<file path="src/rtl/stream_to_memory.sv">
// Collects a stream of words into a frame register bank and presents the whole
// frame downstream once it is full or the upstream marks the end of a window.
module stream_to_memory #(
  parameter int unsigned DATA_WIDTH   = 16,
  parameter int unsigned MEMORY_DEPTH = 20
) (
  input  logic                                  clk,
  input  logic                                  rst_n,
  input  logic                                  rts_i,
  output logic                                  rtr_o,
  input  logic                                  eow_i,
  input  logic [DATA_WIDTH-1:0]                 data_i,
  input  logic                                  rtr_i,
  output logic                                  rts_o,
  output logic                                  eow_o,
  output logic [DATA_WIDTH-1:0]                 data_o [MEMORY_DEPTH-1:0],
  output logic [$clog2(MEMORY_DEPTH+1)-1:0]     count_o
);

  localparam int unsigned PTR_W = $clog2(MEMORY_DEPTH);
  localparam int unsigned CNT_W = $clog2(MEMORY_DEPTH + 1);
  localparam logic [PTR_W-1:0] LAST = PTR_W'(MEMORY_DEPTH - 1);

  typedef enum logic {FILL, FULL} state_t;

  state_t           state;
  logic [PTR_W-1:0] wr_ptr;

  // Handshake outputs are pure decodes of the state register.
  assign rtr_o = (state == FILL);
  assign rts_o = (state == FULL);

  always_ff @(posedge clk) begin
    if (!rst_n) begin
      state   <= FILL;
      wr_ptr  <= '0;
      eow_o   <= 1'b0;
      count_o <= '0;
      for (int unsigned i = 0; i < MEMORY_DEPTH; i++) data_o[i] <= '0;
    end else begin
      case (state)
        FILL: begin
          if (rts_i && rtr_o) begin
            data_o[wr_ptr] <= data_i;
            // The pointer parks on the last written entry; the handoff clears it.
            if (wr_ptr == LAST || eow_i) begin
              state   <= FULL;
              eow_o   <= eow_i;
              count_o <= CNT_W'(wr_ptr) + CNT_W'(1);
            end else begin
              wr_ptr <= wr_ptr + PTR_W'(1);
            end
          end
        end
        FULL: begin
          if (rtr_i) begin
            state   <= FILL;
            wr_ptr  <= '0;
            eow_o   <= 1'b0;
            count_o <= '0;
            for (int unsigned i = 0; i < MEMORY_DEPTH; i++) data_o[i] <= '0;
          end
        end
        default: state <= FILL;
      endcase
    end
  end

endmodule

</file>
<file path="config.mk">
export PLATFORM = sky130hd
export DESIGN_NAME = stream_to_memory
export DESIGN_NICKNAME = d
export VERILOG_FILES = /design/src/rtl/stream_to_memory.sv
export SDC_FILE = /design/constraint.sdc
export NUM_CORES = 1
export LEC_CHECK = 0
export ABC_CLOCK_PERIOD_IN_PS = 3600
export CORE_ASPECT_RATIO = 1.25
export CORE_MARGIN = 2
export CORE_UTILIZATION = 50
export DETAILED_ROUTE_END_ITERATION = 8
export PLACE_DENSITY = 0.88
export SYNTH_ARGS = -nofsm -noshare
export SYNTH_HDL_FRONTEND = slang
export SYNTH_SLANG_ARGS = --single-unit
</file>
<file path="constraint.sdc">
create_clock -name clk -period 3.6 [get_ports clk]
set_input_delay 0.72 -clock clk [delete_from_list [all_inputs] [get_ports clk]]
set_output_delay 0.72 -clock clk [all_outputs]
set_load 0.1 [all_outputs]
</file>
# After elaboration in Yosys (flattened, before gate mapping)
# Index checks and enable logic that the tools add are counted.
# op_classes
addsub	1
n_lt_le_gt_ge	2
eq_ne	5
mux	21
bitwise_logic	1
n_reduce_logical	6
# op_table
cell	count
two-way mux 320 bit	2
one-hot mux 320 bit (2 select lines)	1
bitwise mux 320 bit	1
demux 16 bit (select 5 bit)	1
two-way mux 5 bit	5
one-hot mux 5 bit (2 select lines)	2
two-way mux 16 bit	1
< comparator 5 x 6 -> 1 bit (second input constant)	1
two-way mux 1 bit	6
AND reduction 3 bit	2
adder 5 x 1 -> 5 bit (second input constant)	1
== test 5 bit (second input constant)	1
greater-or-equal comparator 5 x 1 -> 1 bit (second input constant)	1
inequality test 2 x 1 -> 1 bit (second input constant)	2
inequality test 2 bit (second input constant)	2
one-hot mux 1 bit (2 select lines)	2
logical AND 1 bit	2
AND reduction 2 bit	1
logical OR 1 bit	1
inverter 1 bit	1
# totals
reg_bits	332
inputBits	21
out_inout_bits	328

# Longest topological paths before layout
# Gate-level depths: netlist (run 1).
# depth
ltp_word	7
ltp_mapped	8
depth_no_buf	5

# Least setup slack after synthesis (run 1)
# OpenSTA, ideal clock, no wires.
# synth_path
kind	reg2out
startpoint	register state, in the netlist rts_o
endpoint	output port rtr_o
arrival_time_ps	1628
path_slack_ps	1252
path_stages_with_launch	3
n_path_buf	1
cell_sequence	dfxtp_1 > buf_4 > inv_1
# synth_via
elab_chain_cells	1
# synth_rtl
element	line	text
from (decl)	26	state_t state;
from (signal assigned)	35	state <= FILL;
from (signal assigned)	47	state <= FULL;
from (signal assigned)	57	state <= FILL;
inverter 1 bit	-	
to (decl)	10	output logic rtr_o,
# No other way between the ends.

# Final worst setup path (run 1)
# layout_path
startpoint	register data_o[101] (netlist name)
endpoint	output port data_o[101] (netlist name)
# layout_rtl
element	line	text
from (decl)	16	output logic [DATA_WIDTH-1:0] data_o [MEMORY_DEPTH-1:0],
from (signal, indexed assignment)	44	data_o[wr_ptr] <= data_i;
# No word-level cell between the ends.

==> results of run 1 <==
==> sequential cells by signal, summed over array words and instances, names as in the netlist <==
| register | count |
|---|---|
| count_o | 5 |
| data_o | 320 |
| rts_o | 1 |
| eow_o | 1 |
| wr_ptr | 5 |
==> how the worst max path moves through the flow <==
stage,start,cells after the start,endpoint
after floorplan,rts_o,2,rtr_o
after detailed placement,rts_i,5,data_o[246]
final,data_o[101],1,data_o[101]
after global placement,rts_i,5,data_o[242]
after CTS,data_o[101],1,data_o[101]
after global routing,data_o[128],1,data_o[128]
==> tightest hold or removal path, stage by stage (launching register included) <==
cell                       delay (ns)
sky130_fd_sc_hd__dfxtp_1         0.31
sky130_fd_sc_hd__nand3_1         0.06
sky130_fd_sc_hd__a21boi_1        0.05
==> kinds of logic (layout without fill, tap and decap cells) <==
| logic type | count (synthesis) | after routing | share of synthesized area [%] |
|---|---|---|---|
| flip-flops | 332 | 332 | 58.28 |
| AND/OR/NAND/NOR | 444 | 444 | 19.83 |
| AO/OA/AOI/OAI | 338 | 338 | 16.16 |
| XOR/XNOR | 1 | 1 | 0.07682 |
| other | 0 | 1 | 0 |
| adder cells (fa/ha/maj) | 4 | 4 | 0.4389 |
| buffers and inverters | 132 | 435 | 5.212 |
==> cell usage in the layout, fill, tap and decap left out, types with 9 or more instances in the layout <==
master,n
sky130_fd_sc_hd__o21ai_0,276
sky130_fd_sc_hd__a21boi_1,20
sky130_fd_sc_hd__a21boi_0,29
sky130_fd_sc_hd__dfxtp_1,332
sky130_fd_sc_hd__nand3_1,331
sky130_fd_sc_hd__buf_4,26
sky130_fd_sc_hd__clkinv_2,10
sky130_fd_sc_hd__bufinv_16,9
sky130_fd_sc_hd__nand2_1,70
sky130_fd_sc_hd__nand4_1,11
sky130_fd_sc_hd__clkbuf_16,31
sky130_fd_sc_hd__clkdlybuf4s50_1,344
==> cells in the mapped netlist (all sizes together) <==
master	count	share of area (%)
nand4bb	1	0.24
clkbuf	70	2.3
nand3	331	15
nor2	3	0.12
nor4b	1	0.13
nor3b	1	0.066
and4	3	0.23
and2b	1	0.066
nand4	14	0.93
inv	4	0.13
and3	3	0.16
o211ai	2	0.13
a21bo	1	0.088
o21a	3	0.20
o21ai	276	12
or2	2	0.11
nand3b	1	0.066
buf	58	2.8
nor2b	6	0.39
a21oi	4	0.18
a32oi	1	0.077
nand4b	4	0.31
nand2	71	2.4
a21boi	49	3.2
a31o	2	0.15
ha	4	0.44
and2	2	0.11
xor2	1	0.077
dfxtp	332	58
==> layout make-up <==
| class | instances | area [sq um] | share of cell area [%] |
|---|---|---|---|
| flip-flops and latches | 332 | 6646 | 41.39 |
| multi-input cells | 787 | 4165 | 25.94 |
| repair buffers | 375 | 3724 | 23.19 |
| clock buffers | 34 | 807.0 | 5.026 |
| well taps | 283 | 354.1 | 2.205 |
| clock inverters | 22 | 344.1 | 2.143 |
| inverters | 4 | 15.01 | 0.09350 |
| diodes | 1 | 2.502 | 0.01558 |
==> per-stage QoR <==
stage | instance area [sq um] | hold WS [ns] | total power (W) | util, % | cells
after floorplan | 11400 | 0.4999 | 0.004117 | - | 1251
after global placement | 14900 | 0.4518 | 0.004278 | 66.88 | 1781
after detailed placement | 14900 | 0.4556 | 0.004283 | 66.88 | 1781
after CTS | 16060 | 0.4645 | 0.007881 | 72.04 | 1837
after global routing | 16060 | 0.4882 | 0.008050 | 72.04 | 1837
final | 16060 | 0.4633 | 0.007868 | 72.05 | 1838
==> power breakdown <==
group          switching [W]  total, W  leakage, nW  internal [W]
combinational       0.000397  0.000496         2.25     0.0000998
clock                0.00141   0.00366        0.568       0.00225
sequential         0.0000164   0.00371         2.68       0.00370
total                0.00182   0.00787         5.49       0.00605
==> metal layers <==
metal | part of all wire (%) | track usage (%)
met3 | 8.3 | 6.231
met2 | 48 | 51.17
met4 | 8.2 | 22.35
met5 | 0 | 0
met1 | 35 | 34.19
==> impl_metrics.prom, run 1 <==
# TYPE chip_impl_metric gauge
chip_impl_info{name="holdCritStartpoint",value="data_o[86]"} 1
chip_impl_metric{name="htree_levels",unit=""} 1
chip_impl_info{name="path_class",value="register to output port"} 1
chip_impl_metric{name="port_buffers",unit=""} 348
chip_impl_metric{name="first_global_vias",unit=""} 10190
chip_impl_metric{name="detailedPlacementHpwl",unit="mm"} 24.52
chip_impl_metric{name="clk_path_buf_depth",unit=""} 3
chip_impl_metric{name="yosys_warnings",unit=""} 0
chip_impl_metric{name="synth_area_per_cell",unit="sq um"} 9.115
chip_impl_info{name="grt_setup_unrepaired",value="false"} 1
chip_impl_metric{name="postSynthRegisterBits",unit=""} 332
chip_impl_metric{name="grt_usage",unit="%"} 30.46
chip_impl_metric{name="final_period_minus_worst_setup_slack",unit="ns"} 2.838
chip_impl_metric{name="finalWorstSetupSlack",unit="ns"} 0.7616
chip_impl_metric{name="fmax",unit="GHz"} 0.3523
chip_impl_metric{name="floorplan.rows",unit=""} 61
chip_impl_metric{name="syn-cell-area",unit="sq um"} 11400
chip_impl_info{name="crit_path_cell_trace",value="clkdlybuf4s50_1"} 1
chip_impl_info{name="cts-root-buf",value="sky130_fd_sc_hd__clkbuf_16"} 1
chip_impl_metric{name="finalWirelength",unit="mm"} 38.55
chip_impl_metric{name="detail_route.wl_per_cell",unit="um"} 20.97
chip_impl_metric{name="post-cts-setup-buffer-count",unit=""} 0
chip_impl_metric{name="critPathBufInv",unit=""} 1
chip_impl_info{name="critical-path-top-delay-family",value="buffers and inverters"} 1
chip_impl_metric{name="worst-r2r-cell-count",unit=""} 4
chip_impl_metric{name="vdd_drop_max",unit="mV"} 0.4299
chip_impl_metric{name="routed_vias",unit=""} 10830
chip_impl_info{name="endpoint_kind",value="output port"} 1
chip_impl_metric{name="holdPathStages",unit=""} 2
chip_impl_metric{name="final.period_utilization",unit="%"} 78.85
chip_impl_metric{name="cts_sinks",unit=""} 332
chip_impl_info{name="cts_tree",value="yes"} 1
chip_impl_metric{name="design.portCount",unit=""} 349
chip_impl_info{name="sink_of_the_worst_hold_path",value="data_o[86]"} 1
chip_impl_metric{name="postSynthCellCount",unit=""} 1251
chip_impl_metric{name="slew-limit-headroom",unit="%"} 26.14
chip_impl_metric{name="ff2ff_setup_slack",unit="ns"} 1.24
chip_impl_info{name="worstReg2RegStart",value="wr_ptr[2]"} 1
chip_impl_metric{name="skew",unit="ns"} 0.01005
chip_impl_metric{name="initial_utilization",unit="%"} 51.17
chip_impl_metric{name="route.detailed.drc",unit=""} 0
chip_impl_metric{name="power_leakage",unit="nW"} 5.491
chip_impl_info{name="timing.hold.worst.class",value="register to register"} 1
chip_impl_info{name="critical_path.startpoint_type",value="register"} 1
chip_impl_metric{name="cts_repair_resize_count",unit=""} 0
chip_impl_metric{name="synth.distinct_cells",unit=""} 37
chip_impl_metric{name="drv.max_cap_violation_count",unit=""} 0
chip_impl_metric{name="hold_viol_final",unit=""} 0
chip_impl_metric{name="clock_insertion_delay_worst_skew",unit="ns"} 0.55
chip_impl_metric{name="nFillCells",unit=""} 1561
chip_impl_info{name="crit-reg2reg-capture",value="data_o[253]"} 1
chip_impl_metric{name="drt.antenna.violating_nets",unit=""} 0
chip_impl_metric{name="fin_tns_setup",unit="ns"} 0
chip_impl_metric{name="setup_viol",unit=""} 0
chip_impl_metric{name="timing.critical_path.required",unit="ns"} 2.88
chip_impl_metric{name="grt_max_degree",unit=""} 61
chip_impl_metric{name="layout-drive-gt1-share",unit="%"} 6.371
chip_impl_metric{name="p_per_area",unit="nW/um^2"} 490.0
chip_impl_metric{name="antenna_found_initial",unit=""} 0
chip_impl_metric{name="globalplace.congestion",unit=""} 0.9034
chip_impl_metric{name="tritoncts.num_buffers",unit=""} 30
chip_impl_info{name="run_status",value="completed"} 1
chip_impl_metric{name="fp.dieW",unit="um"} 139.1
chip_impl_metric{name="synth_nets",unit=""} 1276
chip_impl_metric{name="die_area",unit="sq um"} 24040
chip_impl_info{name="critPathSlowestCell",value="sky130_fd_sc_hd__clkdlybuf4s50_1"} 1
chip_impl_metric{name="grt_remaining_overflow",unit=""} 0
chip_impl_metric{name="avgViaCountPerCell",unit=""} 5.890
chip_impl_metric{name="drt_first_pass_iters",unit=""} 6
chip_impl_metric{name="worst-path-max-fanout",unit=""} 2
chip_impl_metric{name="finalNetCount",unit=""} 1555
chip_impl_metric{name="floorplan.die.height",unit="um"} 172.8
chip_impl_metric{name="critPathArrivalTime",unit="ns"} 2.12
chip_impl_metric{name="fp.coreArea",unit="sq um"} 22290
chip_impl_metric{name="layout-area-overhead-vs-synth",unit="%"} 40.82
chip_impl_metric{name="cts.reportedPaths.clkPinSlew",unit="ns"} 0.06
chip_impl_metric{name="initial_drt_markers",unit=""} 1058
chip_impl_metric{name="global_route_wire_length_before_repair",unit="mm"} 58.04
chip_impl_metric{name="cpPeakStageDelay",unit="ns"} 1.21
chip_impl_metric{name="cts_hold_buffers",unit=""} 0
chip_impl_metric{name="slew_viol_final",unit=""} 0
chip_impl_metric{name="ys_seq_area_share",unit="%"} 58.28
chip_impl_metric{name="placement.setup.worst_slack",unit="ns"} 0.6772
chip_impl_metric{name="tightest_slew",unit="ns"} 1.105
(Power assumes the default switching activity.)
==> inputs of run 2 (changes only) <==
==> config.mk (replaced) <==
export PLATFORM = sky130hd
export DESIGN_NAME = stream_to_memory
export DESIGN_NICKNAME = d
export VERILOG_FILES = /design/src/rtl/stream_to_memory.sv
export SDC_FILE = /design/constraint.sdc
export NUM_CORES = 1
export LEC_CHECK = 0
export ABC_CLOCK_PERIOD_IN_PS = 2700
export CORE_ASPECT_RATIO = 1.25
export CORE_MARGIN = 2
export CORE_UTILIZATION = 47
export DETAILED_ROUTE_END_ITERATION = 8
export PLACE_DENSITY = 0.83
export SYNTH_ARGS = -nofsm -noshare
export SYNTH_HDL_FRONTEND = slang
export SYNTH_SLANG_ARGS = --single-unit
==> constraint.sdc (replaced) <==
create_clock -name clk -period 2.7 [get_ports clk]
set_input_delay 0.54 -clock clk [delete_from_list [all_inputs] [get_ports clk]]
set_output_delay 0.54 -clock clk [all_outputs]
set_load 0.1 [all_outputs]
==> impl_metrics.prom, run 2 (synthesis results as in run 1) <==
# TYPE chip_impl_metric gauge
chip_impl_info{name="run_status",value="completed"} 1
chip_impl_metric{name="slew-limit-headroom",unit="%"} 48.96
chip_impl_metric{name="die_area",unit="sq um"} 25530
chip_impl_metric{name="cts_hold_buffers",unit=""} 0
chip_impl_metric{name="globalplace.congestion",unit=""} 0.8912
chip_impl_metric{name="worst-r2r-cell-count",unit=""} 5
chip_impl_metric{name="fp.dieW",unit="um"} 143.3
chip_impl_metric{name="cts_sinks",unit=""} 332
chip_impl_metric{name="p_per_area",unit="nW/um^2"} 637.4
chip_impl_metric{name="antenna_cells",unit=""} 0
chip_impl_metric{name="fmax",unit="GHz"} 0.4705
chip_impl_info{name="path_class",value="register to register"} 1
chip_impl_metric{name="final.period_utilization",unit="%"} 78.71
chip_impl_metric{name="timing.critical_path.required",unit="ns"} 3.13
chip_impl_info{name="crit-reg2reg-capture",value="data_o[246]"} 1
chip_impl_metric{name="power_leakage",unit="nW"} 6.177
chip_impl_metric{name="hold_viol_final",unit=""} 0
chip_impl_metric{name="largest_register_ffs",unit=""} 320
chip_impl_metric{name="post-cts-setup-buffer-count",unit=""} 0
chip_impl_metric{name="design.portCount",unit=""} 349
chip_impl_metric{name="tritoncts.num_buffers",unit=""} 30
chip_impl_metric{name="fin_tns_setup",unit="ns"} 0
chip_impl_metric{name="htree_levels",unit=""} 1
chip_impl_metric{name="worst-path-max-fanout",unit=""} 16
chip_impl_metric{name="final_period_minus_worst_setup_slack",unit="ns"} 2.125
chip_impl_metric{name="grt_remaining_overflow",unit=""} 0
chip_impl_metric{name="nFillCells",unit=""} 1976
chip_impl_info{name="crit_path_cell_trace",value="nor2b_1 -> buf_4 -> nand4_2 -> nand3_1 -> a21boi_0"} 1
chip_impl_info{name="cts-root-buf",value="sky130_fd_sc_hd__clkbuf_16"} 1
chip_impl_metric{name="drt_first_pass_iters",unit=""} 5
chip_impl_info{name="critical_path.startpoint_type",value="register"} 1
chip_impl_info{name="worstReg2RegStart",value="wr_ptr[2]"} 1
chip_impl_metric{name="tightest_slew",unit="ns"} 0.7637
chip_impl_metric{name="critPathArrivalTime",unit="ns"} 2.55
chip_impl_info{name="holdCritStartpoint",value="data_o[88]"} 1
chip_impl_metric{name="drt.antenna.violating_nets",unit=""} 0
chip_impl_metric{name="finalWirelength",unit="mm"} 37.71
chip_impl_metric{name="antenna_found_initial",unit=""} 0
chip_impl_metric{name="route.detailed.drc",unit=""} 0
chip_impl_info{name="sink_of_the_worst_hold_path",value="data_o[88]"} 1
chip_impl_metric{name="grt_max_degree",unit=""} 64
chip_impl_metric{name="port_buffers",unit=""} 348
chip_impl_metric{name="finalNetCount",unit=""} 1580
chip_impl_metric{name="cts.reportedPaths.clkPinSlew",unit="ns"} 0.06
chip_impl_metric{name="first_global_vias",unit=""} 9625
chip_impl_metric{name="avgViaCountPerCell",unit=""} 5.556
chip_impl_info{name="timing.hold.worst.class",value="register to register"} 1
chip_impl_metric{name="slew_viol_final",unit=""} 0
chip_impl_info{name="most_common_cell_after_layout_fill_and_taps_aside",value="sky130_fd_sc_hd__buf_4"} 1
chip_impl_info{name="critPathSlowestCell",value="sky130_fd_sc_hd__dfxtp_1"} 1
chip_impl_metric{name="grt_usage",unit="%"} 28.20
chip_impl_metric{name="clock_insertion_delay_worst_skew",unit="ns"} 0.55
chip_impl_metric{name="ff2ff_setup_slack",unit="ns"} 0.57
chip_impl_metric{name="drv.max_cap_violation_count",unit=""} 0
chip_impl_info{name="endpoint_kind",value="register"} 1
chip_impl_metric{name="cts_repair_resize_count",unit=""} 0
chip_impl_metric{name="vdd_drop_max",unit="mV"} 0.4550
chip_impl_metric{name="post-route-util",unit="%"} 64.19
chip_impl_metric{name="layout-area-overhead-vs-synth",unit="%"} 33.99
chip_impl_metric{name="initial_drt_markers",unit=""} 663
chip_impl_metric{name="holdPathStages",unit=""} 2
chip_impl_info{name="registers.top_by_ff_count",value="data_o"} 1
chip_impl_metric{name="layout-drive-gt1-share",unit="%"} 27.84
chip_impl_metric{name="skew",unit="ns"} 0.006379
chip_impl_metric{name="finalPower",unit="W"} 0.009740
chip_impl_metric{name="routed_vias",unit=""} 10570
chip_impl_metric{name="clk_path_buf_depth",unit=""} 3
chip_impl_metric{name="floorplan.rows",unit=""} 63
chip_impl_metric{name="detail_route.wl_per_cell",unit="um"} 19.83
chip_impl_metric{name="fp.coreArea",unit="sq um"} 23810
chip_impl_metric{name="detailedPlacementHpwl",unit="mm"} 26.06
chip_impl_metric{name="cpPeakStageDelay",unit="ns"} 0.55
chip_impl_metric{name="global_route_wire_length_before_repair",unit="mm"} 55.78
chip_impl_info{name="top_regs",value="data_o (320), count_o (5), wr_ptr (5)"} 1
chip_impl_metric{name="setup_viol",unit=""} 0
chip_impl_info{name="grt_setup_unrepaired",value="false"} 1
chip_impl_metric{name="initial_utilization",unit="%"} 47.90
chip_impl_info{name="cts_tree",value="yes"} 1
chip_impl_metric{name="floorplan.die.height",unit="um"} 178.2
chip_impl_info{name="final_cell_mix",value="sky130_fd_sc_hd__buf_4 (376), sky130_fd_sc_hd__dfxtp_1 (332), sky130_fd_sc_hd__nand3_1 (331)"} 1
run 2: cell types whose count changed in the layout (fill, tap and decap cells not counted):
| cell | previous run | this run |
|---|---|---|
| sky130_fd_sc_hd__bufinv_16 | 9 | 1 |
| sky130_fd_sc_hd__clkinvlp_4 | 2 | 0 |
| sky130_fd_sc_hd__clkbuf_16 | 31 | 30 |
| sky130_fd_sc_hd__clkdlybuf4s50_1 | 344 | 19 |
| sky130_fd_sc_hd__buf_4 | 26 | 376 |
| sky130_fd_sc_hd__clkinv_8 | 0 | 1 |
| sky130_fd_sc_hd__clkbuf_8 | 2 | 6 |
| sky130_fd_sc_hd__diode_2 | 1 | 0 |
| sky130_fd_sc_hd__clkinv_2 | 10 | 7 |
| sky130_fd_sc_hd__clkbuf_1 | 1 | 9 |
| sky130_fd_sc_hd__clkinv_4 | 1 | 0 |
run 2: worst max path at each step:
| stage | startpoint | cells past startpoint | to |
|---|---|---|---|
| finish | wr_ptr[2] | 5 | data_o[246] |
| global route | wr_ptr[2] | 5 | data_o[255] |
| CTS | rts_o | 2 | rtr_o |
| detailed placement | rts_i | 5 | data_o[241] |
| global placement | rts_i | 5 | data_o[243] |
| floorplan | rts_o | 8 | data_o[50] |
run 2: report_power, final:
| part | total [W] | internal, W | switching [W] |
|---|---|---|---|
| Sequential | 0.00495 | 0.00493 | 0.0000223 |
| Clock | 0.00411 | 0.00231 | 0.00180 |
| Combinational | 0.000683 | 0.000146 | 0.000537 |
| Total | 0.00974 | 0.00738 | 0.00236 |
run 2: per-layer routing:
| layer | share of wire (%) | global-route usage (%) |
|---|---|---|
| met1 | 38 | 34.02 |
| met2 | 49 | 48.82 |
| met3 | 7.3 | 4.644 |
| met4 | 5.3 | 13.60 |
| met5 | 0 | 0 |
run 2: through the flow:
stage	setup WS, ns	std cells	instance area [sq um]	hold WS, ns
finish	0.5748	1902	15280	0.4639
global route	0.3921	1902	15280	0.4826
CTS	0.5817	1902	15280	0.4656
detailed placement	0.3155	1848	14330	0.4571
global placement	0.3860	1848	14330	0.4532
floorplan	0.4665	1251	11400	0.4999
run 2: area by class of cell:
class,count,area [sq um],share of cell area (%)
sequential,332,6646,43.50
multi-input combinational,787,4165,27.26
timing repair buffer,400,3098,20.28
clock buffer,45,867.1,5.675
tap,325,406.6,2.661
clock inverter,9,81.33,0.5323
inverter,4,15.01,0.09826
run 2: worst max-delay path, delay by kind of cell (launching register included):
family	cells	cell delay [ns]
and+or+nand+nor	3	1.11
AOI/OAI and AO/OA	1	0.11
buffers and inverters	1	0.23
DFF	1	0.55
==> inputs of run 3 (changes only) <==
--- a/config.mk
+++ b/config.mk
@@ -5,7 +5,7 @@
 export SDC_FILE = /design/constraint.sdc
 export NUM_CORES = 1
 export LEC_CHECK = 0
-export ABC_CLOCK_PERIOD_IN_PS = 2700
+export ABC_CLOCK_PERIOD_IN_PS = 2000
 export CORE_ASPECT_RATIO = 1.25
 export CORE_MARGIN = 2
 export CORE_UTILIZATION = 47
==> constraint.sdc (replaced) <==
create_clock -name clk -period 2 [get_ports clk]
set_input_delay 0.4 -clock clk [delete_from_list [all_inputs] [get_ports clk]]
set_output_delay 0.4 -clock clk [all_outputs]
set_load 0.1 [all_outputs]
==> impl_metrics.prom, run 3 (synthesis results as in run 1) <==
# TYPE chip_impl_metric gauge
chip_impl_info{name="run_status",value="completed"} 1
chip_impl_info{name="final_cell_mix",value="sky130_fd_sc_hd__buf_4 (389), sky130_fd_sc_hd__nand3_1 (331), sky130_fd_sc_hd__dfxtp_1 (331)"} 1
chip_impl_metric{name="htree_levels",unit=""} 1
chip_impl_info{name="path_class",value="register to output port"} 1
chip_impl_metric{name="cts_repair_resize_count",unit=""} 0
chip_impl_metric{name="final.period_utilization",unit="%"} 93.21
chip_impl_metric{name="cts.reportedPaths.clkPinSlew",unit="ns"} 0.06
chip_impl_info{name="worstReg2RegStart",value="wr_ptr[1]"} 1
chip_impl_info{name="cts-root-buf",value="sky130_fd_sc_hd__clkbuf_16"} 1
chip_impl_metric{name="grt_remaining_overflow",unit=""} 0
chip_impl_metric{name="nFillCells",unit=""} 1902
chip_impl_metric{name="largest_register_ffs",unit=""} 320
chip_impl_metric{name="layout-area-overhead-vs-synth",unit="%"} 39.42
chip_impl_metric{name="antenna_found_initial",unit=""} 0
chip_impl_metric{name="clock_insertion_delay_worst_skew",unit="ns"} 0.56
chip_impl_info{name="registers.top_by_ff_count",value="data_o"} 1
chip_impl_metric{name="floorplan.rows",unit=""} 63
chip_impl_info{name="endpoint_kind",value="output port"} 1
chip_impl_metric{name="cpPeakStageDelay",unit="ns"} 0.53
chip_impl_metric{name="slew_viol_final",unit=""} 0
chip_impl_metric{name="timing.critical_path.depth",unit=""} 2
chip_impl_metric{name="ff_latch_area",unit="sq um"} 6648
chip_impl_info{name="critPathLaunch",value="rts_o"} 1
chip_impl_metric{name="hold_viol_final",unit=""} 0
chip_impl_metric{name="first_global_vias",unit=""} 9934
chip_impl_metric{name="finalPower",unit="W"} 0.01394
chip_impl_metric{name="hold_slack",unit="ns"} 0.3763
chip_impl_metric{name="power_frac_clock",unit="%"} 45.0
chip_impl_metric{name="route.detailed.drc",unit=""} 0
chip_impl_metric{name="drv.max_cap_violation_count",unit=""} 0
chip_impl_metric{name="vdd_drop_max",unit="mV"} 0.8259
chip_impl_info{name="top_regs",value="data_o (320), count_o (5), wr_ptr (5)"} 1
chip_impl_metric{name="netSwitchingFraction",unit="%"} 23.40
chip_impl_metric{name="critPathArrivalTime",unit="ns"} 1.46
chip_impl_metric{name="finalNetCount",unit=""} 1613
chip_impl_metric{name="tightest_slew",unit="ns"} 0.5622
chip_impl_metric{name="drt_first_pass_iters",unit=""} 5
chip_impl_metric{name="fp.coreArea",unit="sq um"} 23810
chip_impl_metric{name="cts_sinks",unit=""} 332
chip_impl_metric{name="critPathBufInv",unit=""} 2
chip_impl_metric{name="setup_viol",unit=""} 0
chip_impl_metric{name="global_route_wire_length_before_repair",unit="mm"} 55.98
chip_impl_metric{name="power_leakage",unit="nW"} 6.500
chip_impl_metric{name="design.portCount",unit=""} 349
chip_impl_info{name="crit_path_cell_trace",value="inv_1 -> buf_12"} 1
chip_impl_metric{name="fp.dieW",unit="um"} 143.3
chip_impl_metric{name="sequentialPowerShare",unit="%"} 48.0
chip_impl_metric{name="initial_utilization",unit="%"} 47.90
chip_impl_metric{name="drt.antenna.violating_nets",unit=""} 0
chip_impl_info{name="worstSetupEndpoint",value="rtr_o"} 1
chip_impl_info{name="grt_setup_unrepaired",value="false"} 1
chip_impl_metric{name="skew",unit="ns"} 0.01381
chip_impl_metric{name="antenna_cells",unit=""} 0
chip_impl_metric{name="fin_tns_setup",unit="ns"} 0
chip_impl_info{name="cts_tree",value="yes"} 1
chip_impl_metric{name="die_area",unit="sq um"} 25530
chip_impl_metric{name="finalWirelength",unit="mm"} 38.45
chip_impl_metric{name="clk_path_buf_depth",unit=""} 3
chip_impl_metric{name="fmax",unit="GHz"} 0.5364
chip_impl_metric{name="detailedPlacementHpwl",unit="mm"} 26.34
chip_impl_metric{name="p_per_area",unit="nW/um^2"} 876.7
chip_impl_metric{name="cts_hold_buffers",unit=""} 0
chip_impl_metric{name="worst-path-max-fanout",unit=""} 9
chip_impl_metric{name="slew-limit-headroom",unit="%"} 62.47
chip_impl_metric{name="post-route-util",unit="%"} 66.79
chip_impl_metric{name="detail_route.wl_per_cell",unit="um"} 19.84
chip_impl_metric{name="layout-drive-gt1-share",unit="%"} 29.51
chip_impl_metric{name="timing.critical_path.required",unit="ns"} 1.60
chip_impl_metric{name="grt_usage",unit="%"} 28.36
chip_impl_metric{name="multiInputGateArea",unit="sq um"} 4165
chip_impl_info{name="most_common_cell_after_layout_fill_and_taps_aside",value="sky130_fd_sc_hd__buf_4"} 1
chip_impl_metric{name="worst-r2r-cell-count",unit=""} 6
chip_impl_metric{name="ff2ff_setup_slack",unit="ns"} 0.23
chip_impl_metric{name="post-cts-setup-buffer-count",unit=""} 0
chip_impl_metric{name="internal_power",unit="W"} 0.01068
chip_impl_metric{name="avgViaCountPerCell",unit=""} 5.549
chip_impl_info{name="holdCritStartpoint",value="rst_n"} 1
chip_impl_info{name="critical-path-top-delay-family",value="flip-flops"} 1
chip_impl_info{name="critPathSlowestCell",value="sky130_fd_sc_hd__dfxtp_2"} 1
chip_impl_metric{name="globalplace.congestion",unit=""} 0.8846
chip_impl_metric{name="initial_drt_markers",unit=""} 781
chip_impl_metric{name="grt_max_degree",unit=""} 57
chip_impl_metric{name="routed_vias",unit=""} 10750
chip_impl_metric{name="floorplan.die.height",unit="um"} 178.2
chip_impl_info{name="critical_path.startpoint_type",value="register"} 1
chip_impl_metric{name="p_sw",unit="W"} 0.003262
chip_impl_metric{name="tritoncts.num_buffers",unit=""} 31
chip_impl_metric{name="final_period_minus_worst_setup_slack",unit="ns"} 1.864
chip_impl_metric{name="fraction_of_power_consumed_by_combinational_cells",unit="%"} 7.1
chip_impl_info{name="crit-reg2reg-capture",value="data_o[310]"} 1
chip_impl_info{name="timing.hold.worst.class",value="input pin to register"} 1
chip_impl_metric{name="port_buffers",unit=""} 348
-- run 3: cell type report --
cell class	instances	share of cell area [%]
flip-flops and latches	332	41.81
inverters	4	0.09444
clock inverters	14	1.409
clock buffers	44	5.438
well taps	325	2.558
multi-input cells	787	26.20
repair buffers	432	22.49
-- run 3: power by group through the flow --
stage	combinational (W)	clock (W)	sequential [W]
final	0.000987	0.00627	0.00668
after global routing	0.00102	0.00657	0.00669
after CTS	0.000977	0.00631	0.00668
after detailed placement	0.000974	0	0.00683
after global placement	0.000968	0	0.00683
after floorplan	0.000294	0	0.00712
-- run 3: worst reg2reg max path: cells and delay by family (launching register included) --
family,cells,cell delay (ns)
simple gates,3,0.55
flops,1,0.41
fa+ha+maj,1,0.36
buf+inv,1,0.26
compound gates,1,0.07
-- run 3: metrics by stage --
stage	setup slack [ns]	std cells	instance area, sq um
6_report	0.1358	1938	15900
5_1_grt	0.01902	1938	15900
4_1_cts	0.1296	1938	15900
3_5_place_dp	-0.07786	1880	14810
3_3_place_gp	0.01216	1880	14810
2_1_floorplan	0.1024	1251	11400
-- run 3: layer usage --
metal	part of all wire (%)	GRT usage, %	up-vias	routed length (um)
li1	-	-	5074	-
met1	38	34.07	5062	14780
met2	49	49.32	500	18850
met3	7.0	4.430	117	2700
met4	5.5	13.89	0	2124
met5	0	0	-	0
-- run 3: how the worst min path moves through the flow --
| stage | slack, ns | to | depth (start not counted) |
|---|---|---|---|
| after floorplan | 0.50 | wr_ptr[1] | 2 |
| after global placement | 0.45 | data_o[88] | 2 |
| after detailed placement | 0.46 | data_o[108] | 2 |
| after CTS | 0.35 | data_o[108] | 3 |
| after global routing | 0.38 | data_o[103] | 3 |
| final | 0.38 | data_o[102] | 3 |
